File: src/rtl/uart_tx_sched_if.sv
// Request/grant and uart_tx load bundle shared by the scheduler and its clients.
// master: scheduler side; slave: requesters plus the uart_tx load port.
interface uart_tx_sched_if #(
  parameter int unsigned N_REQ = 4,
  parameter int unsigned ID_W  = 2
);
  logic [N_REQ-1:0]   req_valid;
  logic [8*N_REQ-1:0] req_data;
  logic [N_REQ-1:0]   req_ready;
  logic               tx_ready;
  logic [7:0]         tx_data;
  logic [ID_W-1:0]    grant_id;
  logic               busy;

  modport master (
    input  req_valid, req_data,
    output req_ready, tx_ready, tx_data, grant_id, busy
  );

  modport slave (
    output req_valid, req_data,
    input  req_ready, tx_ready, tx_data, grant_id, busy
  );
endinterface

File: src/rtl/uart_tx_sched.sv
// Round-robin scheduler sharing one uart_tx among N_REQ byte requesters; after each
// grant it blocks further grants for a fixed frame time since uart_tx has no busy flag.
module uart_tx_sched #(
  parameter int unsigned N_REQ      = 4,
  parameter int unsigned ID_W       = 2,
  parameter int unsigned CLK_FREQ   = 50_000_000,
  parameter int unsigned BAUD       = 115200,
  parameter int unsigned FRAME_BITS = 10,
  parameter int unsigned GAP_CYC    = 2
) (
  input logic               sys_clk_50M,
  input logic               rst_n,
  uart_tx_sched_if.master   bus
);

  localparam int unsigned BIT_CYC   = CLK_FREQ / BAUD;
  localparam int unsigned FRAME_CYC = BIT_CYC * FRAME_BITS + GAP_CYC;
  localparam int unsigned CNT_W     = $clog2(FRAME_CYC);
  localparam logic [CNT_W-1:0] CntLast = CNT_W'(FRAME_CYC - 1);

  typedef enum logic [0:0] {StIdle, StWait} state_e;

  state_e             state_q;
  logic [CNT_W-1:0]   cnt_q;
  logic [ID_W-1:0]    last_grant_q;
  logic [N_REQ-1:0]   req_ready_q;
  logic               tx_ready_q;
  logic [7:0]         tx_data_q;
  logic [ID_W-1:0]    grant_id_q;
  logic               busy_q;

  logic [ID_W-1:0]    lo_id, hi_id, win_id;
  logic [7:0]         lo_byte, hi_byte, win_byte;
  logic               hi_found;

  // Lowest valid index above the last grant wins; otherwise wrap to the lowest valid index.
  always_comb begin
    lo_id    = '0;
    hi_id    = '0;
    lo_byte  = '0;
    hi_byte  = '0;
    hi_found = 1'b0;
    for (int i = int'(N_REQ) - 1; i >= 0; i--) begin
      if (bus.req_valid[i]) begin
        lo_id   = ID_W'(i);
        lo_byte = bus.req_data[8*i +: 8];
        if (i > int'(last_grant_q)) begin
          hi_id    = ID_W'(i);
          hi_byte  = bus.req_data[8*i +: 8];
          hi_found = 1'b1;
        end
      end
    end
    win_id   = hi_found ? hi_id : lo_id;
    win_byte = hi_found ? hi_byte : lo_byte;
  end

  always_ff @(posedge sys_clk_50M or negedge rst_n) begin
    if (!rst_n) begin
      state_q      <= StIdle;
      cnt_q        <= '0;
      last_grant_q <= ID_W'(N_REQ - 1);
      req_ready_q  <= '0;
      tx_ready_q   <= 1'b0;
      tx_data_q    <= '0;
      grant_id_q   <= '0;
      busy_q       <= 1'b0;
    end else begin
      unique case (state_q)
        StIdle: begin
          if (|bus.req_valid) begin
            state_q      <= StWait;
            cnt_q        <= '0;
            last_grant_q <= win_id;
            grant_id_q   <= win_id;
            tx_data_q    <= win_byte;
            req_ready_q  <= N_REQ'(1) << win_id;
            tx_ready_q   <= 1'b1;
            busy_q       <= 1'b1;
          end
        end
        StWait: begin
          req_ready_q <= '0;
          tx_ready_q  <= 1'b0;
          if (cnt_q == CntLast) begin
            state_q <= StIdle;
            busy_q  <= 1'b0;
          end else begin
            cnt_q <= cnt_q + 1'b1;
          end
        end
        default: state_q <= StIdle;
      endcase
    end
  end

  assign bus.req_ready = req_ready_q;
  assign bus.tx_ready  = tx_ready_q;
  assign bus.tx_data   = tx_data_q;
  assign bus.grant_id  = grant_id_q;
  assign bus.busy      = busy_q;

endmodule
File: src/flat_wrapper.sv
// flat-port wrapper written by rule: the top's interface ports become plain ports
module uart_tx_sched_flat 
#(
  parameter int unsigned N_REQ      = 4,
  parameter int unsigned ID_W       = 2,
  parameter int unsigned CLK_FREQ   = 50_000_000,
  parameter int unsigned BAUD       = 115200,
  parameter int unsigned FRAME_BITS = 10,
  parameter int unsigned GAP_CYC    = 2
)
  (sys_clk_50M, rst_n, bus_req_valid, bus_req_data, bus_req_ready, bus_tx_ready, bus_tx_data, bus_grant_id, bus_busy);
  uart_tx_sched_if #(.N_REQ(N_REQ), .ID_W(ID_W)) bus_i ();
  input logic sys_clk_50M;
  input logic rst_n;
  input wire logic [$bits(bus_i.req_valid)-1:0] bus_req_valid;
  input wire logic [$bits(bus_i.req_data)-1:0] bus_req_data;
  output wire logic [$bits(bus_i.req_ready)-1:0] bus_req_ready;
  output wire logic [$bits(bus_i.tx_ready)-1:0] bus_tx_ready;
  output wire logic [$bits(bus_i.tx_data)-1:0] bus_tx_data;
  output wire logic [$bits(bus_i.grant_id)-1:0] bus_grant_id;
  output wire logic [$bits(bus_i.busy)-1:0] bus_busy;
  assign bus_i.req_valid = bus_req_valid;
  assign bus_i.req_data = bus_req_data;
  assign bus_req_ready = bus_i.req_ready;
  assign bus_tx_ready = bus_i.tx_ready;
  assign bus_tx_data = bus_i.tx_data;
  assign bus_grant_id = bus_i.grant_id;
  assign bus_busy = bus_i.busy;
  uart_tx_sched #(.N_REQ(N_REQ), .ID_W(ID_W), .CLK_FREQ(CLK_FREQ), .BAUD(BAUD), .FRAME_BITS(FRAME_BITS), .GAP_CYC(GAP_CYC)) u_core (.sys_clk_50M(sys_clk_50M), .rst_n(rst_n), .bus(bus_i));
endmodule
File: config.mk
export PLATFORM = sky130hd
export DESIGN_NAME = uart_tx_sched_flat
export DESIGN_NICKNAME = d
export VERILOG_FILES = /design/src/rtl/uart_tx_sched_if.sv /design/src/rtl/uart_tx_sched.sv /design/src/flat_wrapper.sv
export SDC_FILE = /design/constraint.sdc
export NUM_CORES = 1
export LEC_CHECK = 0
export BUFFER_PORTS_ARGS = -buffer_cell sky130_fd_sc_hd__buf_2
export CAP_MARGIN = 20
export CORE_ASPECT_RATIO = 0.6
export CORE_MARGIN = 5
export CORE_UTILIZATION = 41
export CTS_CLUSTER_SIZE = 16
export DETAILED_ROUTE_END_ITERATION = 10
export GPL_ROUTABILITY_DRIVEN = 0
export PLACE_DENSITY = 0.7
export SKIP_LAST_GASP = 1
export SYNTH_ARGS = -nofsm -noshare
export SYNTH_HDL_FRONTEND = slang
export SYNTH_SLANG_ARGS = --single-unit
File: constraint.sdc
create_clock -name sys_clk_50M -period 2.2 [get_ports sys_clk_50M]
set_input_delay 0 -clock sys_clk_50M [delete_from_list [all_inputs] [get_ports sys_clk_50M]]
set_output_delay 0 -clock sys_clk_50M [all_outputs]
set_load 0.1 [all_outputs]
==> qor.csv, run 1 <==
metric,value,unit
antenna_cells,0,
finalSetupViolations,0,
fp.dieArea,6640,um^2
setup-tns-final,0,ns
io_pins,54,
syn_nets,289,
final_util,50.3,%
ys_ff_latch,32,
die_h,65.2,um
drc_errors,0,
avgRoutedWirePerCell,15.8,um
grt_usage,18.0,%
fin_skew,0.00472,ns
rsz0062_at_grt,false,
fin_area,2500,um^2
critical_path_arrival,2.09,ns
wirelength,5.73,mm
synth_ff_type,dfrtp_1,
status,"complete, no violations",
p_total,1.92,mW
grt_pass1_vias,1827,
area_delta_synth_final,20.4,%
drive_gt1_share,24.2,%
via_per_inst,5.71,
crit_chain,"inv_1, ha_1, nor4bb_1, nand4_1, a311oi_1, a41o_1",
synth_area_leaders,"dfrtp_1 (36%), o21ai_0 (5.8%), a21oi_1 (5.3%)",
worstHoldEndpoint,u_core.bus.tx_data[6]$_DFFE_PN0P_,
cp-start-kind,flop,
r2r_end,u_core.cnt_q[2]$_DFFE_PN0P_,
ant_nets,0,
grt_pass1_wl,9.32,mm
synthArstFlopShare,100,%
grt-ovfl-total,0,
ys_types,43,
p_per_area,766,nW/um^2
hpwl,4.30,mm
syn_inst,249,
place_inst,355,
grt_max_degree,39,
yosysTopAreaCell,dfrtp_1,
synth_edf_count,0,
fill_cells,494,
dp_worst_setup_slack,-0.0275,ns
r2r-start,u_core.cnt_q[1]$_DFFE_PN0P_,
core_area,4980,um^2
final-hold-violation-count,0,
cts_buffers,5,
die_x,102,um
yosys-top-cells-count,"dfrtp_1 (30), nand2_1 (26), o21ai_0 (24), a21oi_1 (22), clkbuf_1 (17)",
nets,337,
cts-root-buf,clkbuf_8,
tightest_slew,0.710,ns
post-cts-setup-buffers,0,
portBuffers,53,
antenna_found_initial,0,
hold_ws,0.0889,ns
vias,2074,
setup_ws,0.331,ns
min_from,bus_req_data[6],
drv_slew,0,
start_util,41.8,%
area.sequential,803,um^2
tritoncts,built,
critPathMaxFanout,6,
ys_seq_area_share,38.6,%
regToRegSetupSlack,0.33,ns
critPathKind,reg2reg,
synth_top_area_share,36.1,%
crit_family,simple AND/OR/NAND/NOR gates,
first_pass_iters,5,
rows,20,
yosysMostFrequentCell,dfrtp_1,
initialDrtViolationCount,213,
multiInputGateArea,1140,um^2
place_area,2390,um^2
cts.sinks,32,
hold_depth,3,
ir_drop,0.000307,V
worst_path_max_delay_cell,dfrtp_1,
fin_crit,1.87,ns
reg2regPathDepth,6,
leakagePower,1.18,nW
fin_crit_sh,85.0,%
htreeDepth,2,
avgSynthCellArea,8.35,um^2
hold_path_class,in2reg,
clkTransAtPathRegs,0.06,ns
maxCapViolCount,0,
fin_cells,363,
yosysWarnings,0,
cts_max_path_buffers,2,
critPathCaptureType,flop,
insertion_delay,0.28,ns
worst-path-buf-inv,1,
max_stage_delay,0.42,ns
max_freq,0.535,GHz
slew_headroom,52.7,%
netlist_area,2080,um^2
required,2.42,ns
## power breakdown
| part | internal, mW | total [mW] | switching (mW) |
|---|---|---|---|
| sequential | 0.688 | 0.775 | 0.0874 |
| clock | 0.278 | 0.478 | 0.200 |
| combinational | 0.195 | 0.665 | 0.470 |
## tightest hold or removal path: stages
cell	delay, ns
buf_2	0.09
a22oi_1	0.07
o221ai_1	0.17
## flip-flops by register name, summed over array words and instances, names as in the netlist
name,cells
u_core.bus.busy,1
u_core.cnt_q,13
u_core.bus.grant_id,2
u_core.state_q,1
u_core.bus.tx_data,8
u_core.bus.tx_ready,1
u_core.last_grant_q,2
u_core.bus.req_ready,4
## cell families after synthesis
logic type / synth area share [%]
and+or+nand+nor: 18.7
DFF: 38.6
buffers and inverters: 6.44
muxes: 0.481
adders and majority gates: 1.20
xor gates and xnor gates: 2.53
AOI/OAI and AO/OA: 32.1
## timing repair
item,4_1_cts,5_1_grt
hold buffers,1,0
endpoints found under the hold margin,30,0
setup endpoints to repair,0,7
gates resized for setup,0,1
## routing by layer
layer / vias to the layer above / GRT usage, % / share of wire (%)
met3: 7 / 3.92 / 7.4
met5: - / 0 / 0
met2: 84 / 22.8 / 40
li1: 1018 / - / -
met4: 0 / 3.93 / 0.89
met1: 965 / 30.1 / 52
## layout make-up
type | count | area share, %
clock buffers | 7 | 3.85
inverters | 13 | 1.95
multi-input cells | 184 | 45.7
flip-flops and latches | 32 | 32.1
well taps | 66 | 3.30
repair buffers | 61 | 13.1
## cells in the final DEF (no fill, tap or decap), drive strengths merged, types with 2 or more instances in the layout
master	n
buf	60
dfrtp	30
nand2	26
o21ai	25
a21oi	22
inv	13
nor2	12
o221ai	10
o31ai	9
o22ai	9
a22oi	8
nand3b	8
clkbuf	7
xor2	6
or3	4
nand3	4
and4	3
and3	3
o211ai	3
a22o	3
nor2b	3
and2	2
nand2b	2
a21o	2
a311oi	2
a41o	2
o21a	2
ha	2
dfstp	2
## worst max-delay path by stage
stage	to	slack [ns]	cells after the start	startpoint
after detailed placement	u_core.bus.tx_data[3]$_DFFE_PN0P_	-0.03	5	bus_req_valid[3]
after floorplan	u_core.bus.tx_data[5]$_DFFE_PN0P_	0.51	7	u_core.last_grant_q[1]$_DFFE_PN1P_
final	u_core.cnt_q[2]$_DFFE_PN0P_	0.33	6	u_core.cnt_q[1]$_DFFE_PN0P_
after global placement	u_core.bus.tx_data[3]$_DFFE_PN0P_	0.15	5	bus_req_valid[3]
after global routing	u_core.cnt_q[2]$_DFFE_PN0P_	0.11	6	u_core.cnt_q[1]$_DFFE_PN0P_
after CTS	u_core.bus.tx_data[0]$_DFFE_PN0P_	0.13	3	u_core.state_q$_DFF_PN0_
Note: power is estimated with default switching activity, not from simulation.
==> run 2, diff against run 1 <==
--- a/config.mk
+++ b/config.mk
@@ -5,6 +5,7 @@
 export SDC_FILE = /design/constraint.sdc
 export NUM_CORES = 1
 export LEC_CHECK = 0
+export ABC_AREA = 1
 export BUFFER_PORTS_ARGS = -buffer_cell sky130_fd_sc_hd__buf_2
 export CAP_MARGIN = 20
 export CORE_ASPECT_RATIO = 0.6
@@ -13,7 +14,7 @@
 export CTS_CLUSTER_SIZE = 16
 export DETAILED_ROUTE_END_ITERATION = 10
 export GPL_ROUTABILITY_DRIVEN = 0
-export PLACE_DENSITY = 0.7
+export PLACE_DENSITY = 0.72
 export SKIP_LAST_GASP = 1
 export SYNTH_ARGS = -nofsm -noshare
 export SYNTH_HDL_FRONTEND = slang
==> constraint.sdc (replaced) <==
create_clock -name sys_clk_50M -period 1.6 [get_ports sys_clk_50M]
set_input_delay 0 -clock sys_clk_50M [delete_from_list [all_inputs] [get_ports sys_clk_50M]]
set_output_delay 0 -clock sys_clk_50M [all_outputs]
set_load 0.1 [all_outputs]
==> qor.csv, run 2 <==
metric,value,unit
syn_inst,324,
avgSynthCellArea,6.87,um^2
tritoncts,built,
dp_worst_setup_slack,0.155,ns
cts.sinks,32,
grt_usage,17.3,%
final_common_cell,nand2_1,
crit_chain,"inv_2, nand3_1, buf_4, nand2_1, o21ai_0, nand2_1, nand2_1, nand2_1",
nets,419,
critical_path_arrival,1.64,ns
max_freq,0.683,GHz
vias,2293,
min_from,bus_req_data[16],
setup_ws,0.136,ns
synthMuxAreaShare,0,%
rsz0062_at_grt,false,
hold_ws,0.0808,ns
initialDrtViolationCount,184,
yosysTopAreaCell,dfrtp_1,
finalSetupViolations,0,
synthArstFlopShare,100,%
wirelength,5.85,mm
synth_ff_type,dfrtp_1,
leakagePower,1.41,nW
place_inst,437,
fin_skew,0.00630,ns
synth_compound_area_share,8.77,%
first_pass_iters,5,
fp.dieArea,7050,um^2
hpwl,4.52,mm
worst_path_max_delay_cell,dfstp_2,
synth_fa_ha_area_share,1.12,%
slew_headroom,52.8,%
final-hold-violation-count,0,
critPathMaxFanout,10,
fill_cells,525,
syn_nets,364,
core_area,5150,um^2
die_h,67.1,um
cts_max_path_buffers,2,
ys_types,29,
yosys-top-cells-count,"nand2_1 (123), nand3_1 (45), nor2_1 (31), dfrtp_1 (30), inv_1 (19)",
route.met3.wl,458,um
avgRoutedWirePerCell,13.1,um
ys_seq_area_share,36.1,%
cp_common_cell,nand2_1,
antenna_cells,0,
p_per_area,980,nW/um^2
met2_length,2.28,mm
status,"complete, no violations",
fin_area,2630,um^2
insertion_delay,0.28,ns
synth_area_leaders,"dfrtp_1 (34%), nand2_1 (21%), nand3_1 (10%)",
synth_edf_count,0,
htreeDepth,2,
antenna_found_initial,0,
drv_slew,0,
ys_ff_latch,32,
drc_errors,0,
synth_top_area_share,33.7,%
r2r-start,u_core.last_grant_q[1]$_DFFE_PN1P_,
drive_gt1_share,23.9,%
hold_path_class,in2reg,
cp-start-kind,flop,
grt-ovfl-total,0,
fin_cells,446,
clkTransAtPathRegs,0.07,ns
critPathCaptureType,flop,
yosysMostFrequentCell,nand2_1,
layout_common_cells,"nand2_1 (123), buf_2 (53), nand3_1 (45)",
grt_max_degree,33,
worst-path-buf-inv,2,
die_x,105,um
area_delta_synth_final,18.3,%
grt_pass1_vias,2095,
place_area,2520,um^2
synth_xor_area_share,1.57,%
top_layer,met4,
crit_family,flip-flops,
ir_drop,0.000562,V
yosysWarnings,0,
largest_reg_flops,13,
synth_top_family_by_area,simple AND/OR/NAND/NOR gates,
required,1.78,ns
fin_crit,1.46,ns
cp-startpoint,u_core.last_grant_q[1]$_DFFE_PN1P_,
largest-register,u_core.cnt_q,
maxCapViolCount,0,
p_total,2.58,mW
grt_pass1_wl,9.94,mm
start_util,43.2,%
via_per_inst,5.14,
drt-met1-wl,3.06,mm
yosys.area_share.simple,44.8,%
cts-root-buf,clkbuf_8,
final_util,51.0,%
fin_crit_sh,91.5,%
portBuffers,53,
cts_buffers,5,
rows,20,
ant_nets,0,
critPathKind,reg2reg,
max_stage_delay,0.57,ns
io_pins,54,
tightest_slew,0.709,ns
setup-tns-final,0,ns
post-cts-setup-buffers,0,
netlist_area,2220,um^2
-- run 2: tightest hold or removal path, cell delays in order --
cell and delay (ns):
buf_2 0.09, nand2_1 0.05, nand3_1 0.07, nand3_1 0.06, nand2_1 0.06
-- run 2: worst paths after layout --
kind | end | slack [ns] | cells past startpoint
max | u_core.bus.tx_data[3]$_DFFE_PN0P_ | 0.14 | 8
min | u_core.bus.tx_data[0]$_DFFE_PN0P_ | 0.08 | 5
max reg2reg | u_core.bus.tx_data[3]$_DFFE_PN0P_ | 0.14 | 8
min reg2reg | u_core.bus.tx_data[4]$_DFFE_PN0P_ | 0.49 | 2
max in group asynchronous | u_core.bus.req_ready[3]$_DFFE_PN0P_ | 0.84 | 2
min in group asynchronous | u_core.cnt_q[9]$_DFFE_PN0P_ | 0.31 | 2
-- run 2: cell type report --
| cell class | count | area, um^2 | share of cell area (%) |
|---|---|---|---|
| inverter | 26 | 97.6 | 3.71 |
| sequential | 32 | 803 | 30.5 |
| clock inverter | 2 | 10.0 | 0.380 |
| timing repair buffer | 57 | 298 | 11.3 |
| multi-input combinational | 257 | 1260 | 47.8 |
| tap | 66 | 82.6 | 3.14 |
| clock buffer | 6 | 82.6 | 3.14 |
-- run 2: power breakdown --
group	leakage (nW)	switching, mW	total (mW)	internal (mW)
clock	0.0510	0.292	0.635	0.343
combinational	0.959	0.596	0.852	0.255
sequential	0.398	0.155	1.09	0.936
total	1.41	1.04	2.58	1.53
-- run 2: kinds of logic (layout without fill, tap and decap cells) --
| kind of cell | Yosys count | count (layout) |
|---|---|---|
| AOI/OAI and AO/OA | 31 | 31 |
| xor gates and xnor gates | 4 | 4 |
| adders and majority gates | 2 | 2 |
| buffers and inverters | 35 | 91 |
| DFF | 32 | 32 |
| and+or+nand+nor | 220 | 220 |
-- run 2: repair_timing --
item | CTS | global route
endpoints found under the hold margin | 30 | 0
resized for setup | 0 | 3
hold buffers | 1 | 0
setup endpoints to repair | 0 | 3
-- run 2: metal layers --
layer | global-route usage, % | vias up
met2 | 24.5 | 81
met1 | 25.9 | 1047
met4 | 3.35 | 0
met3 | 4.74 | 7
li1 | - | 1158
met5 | 0 | -
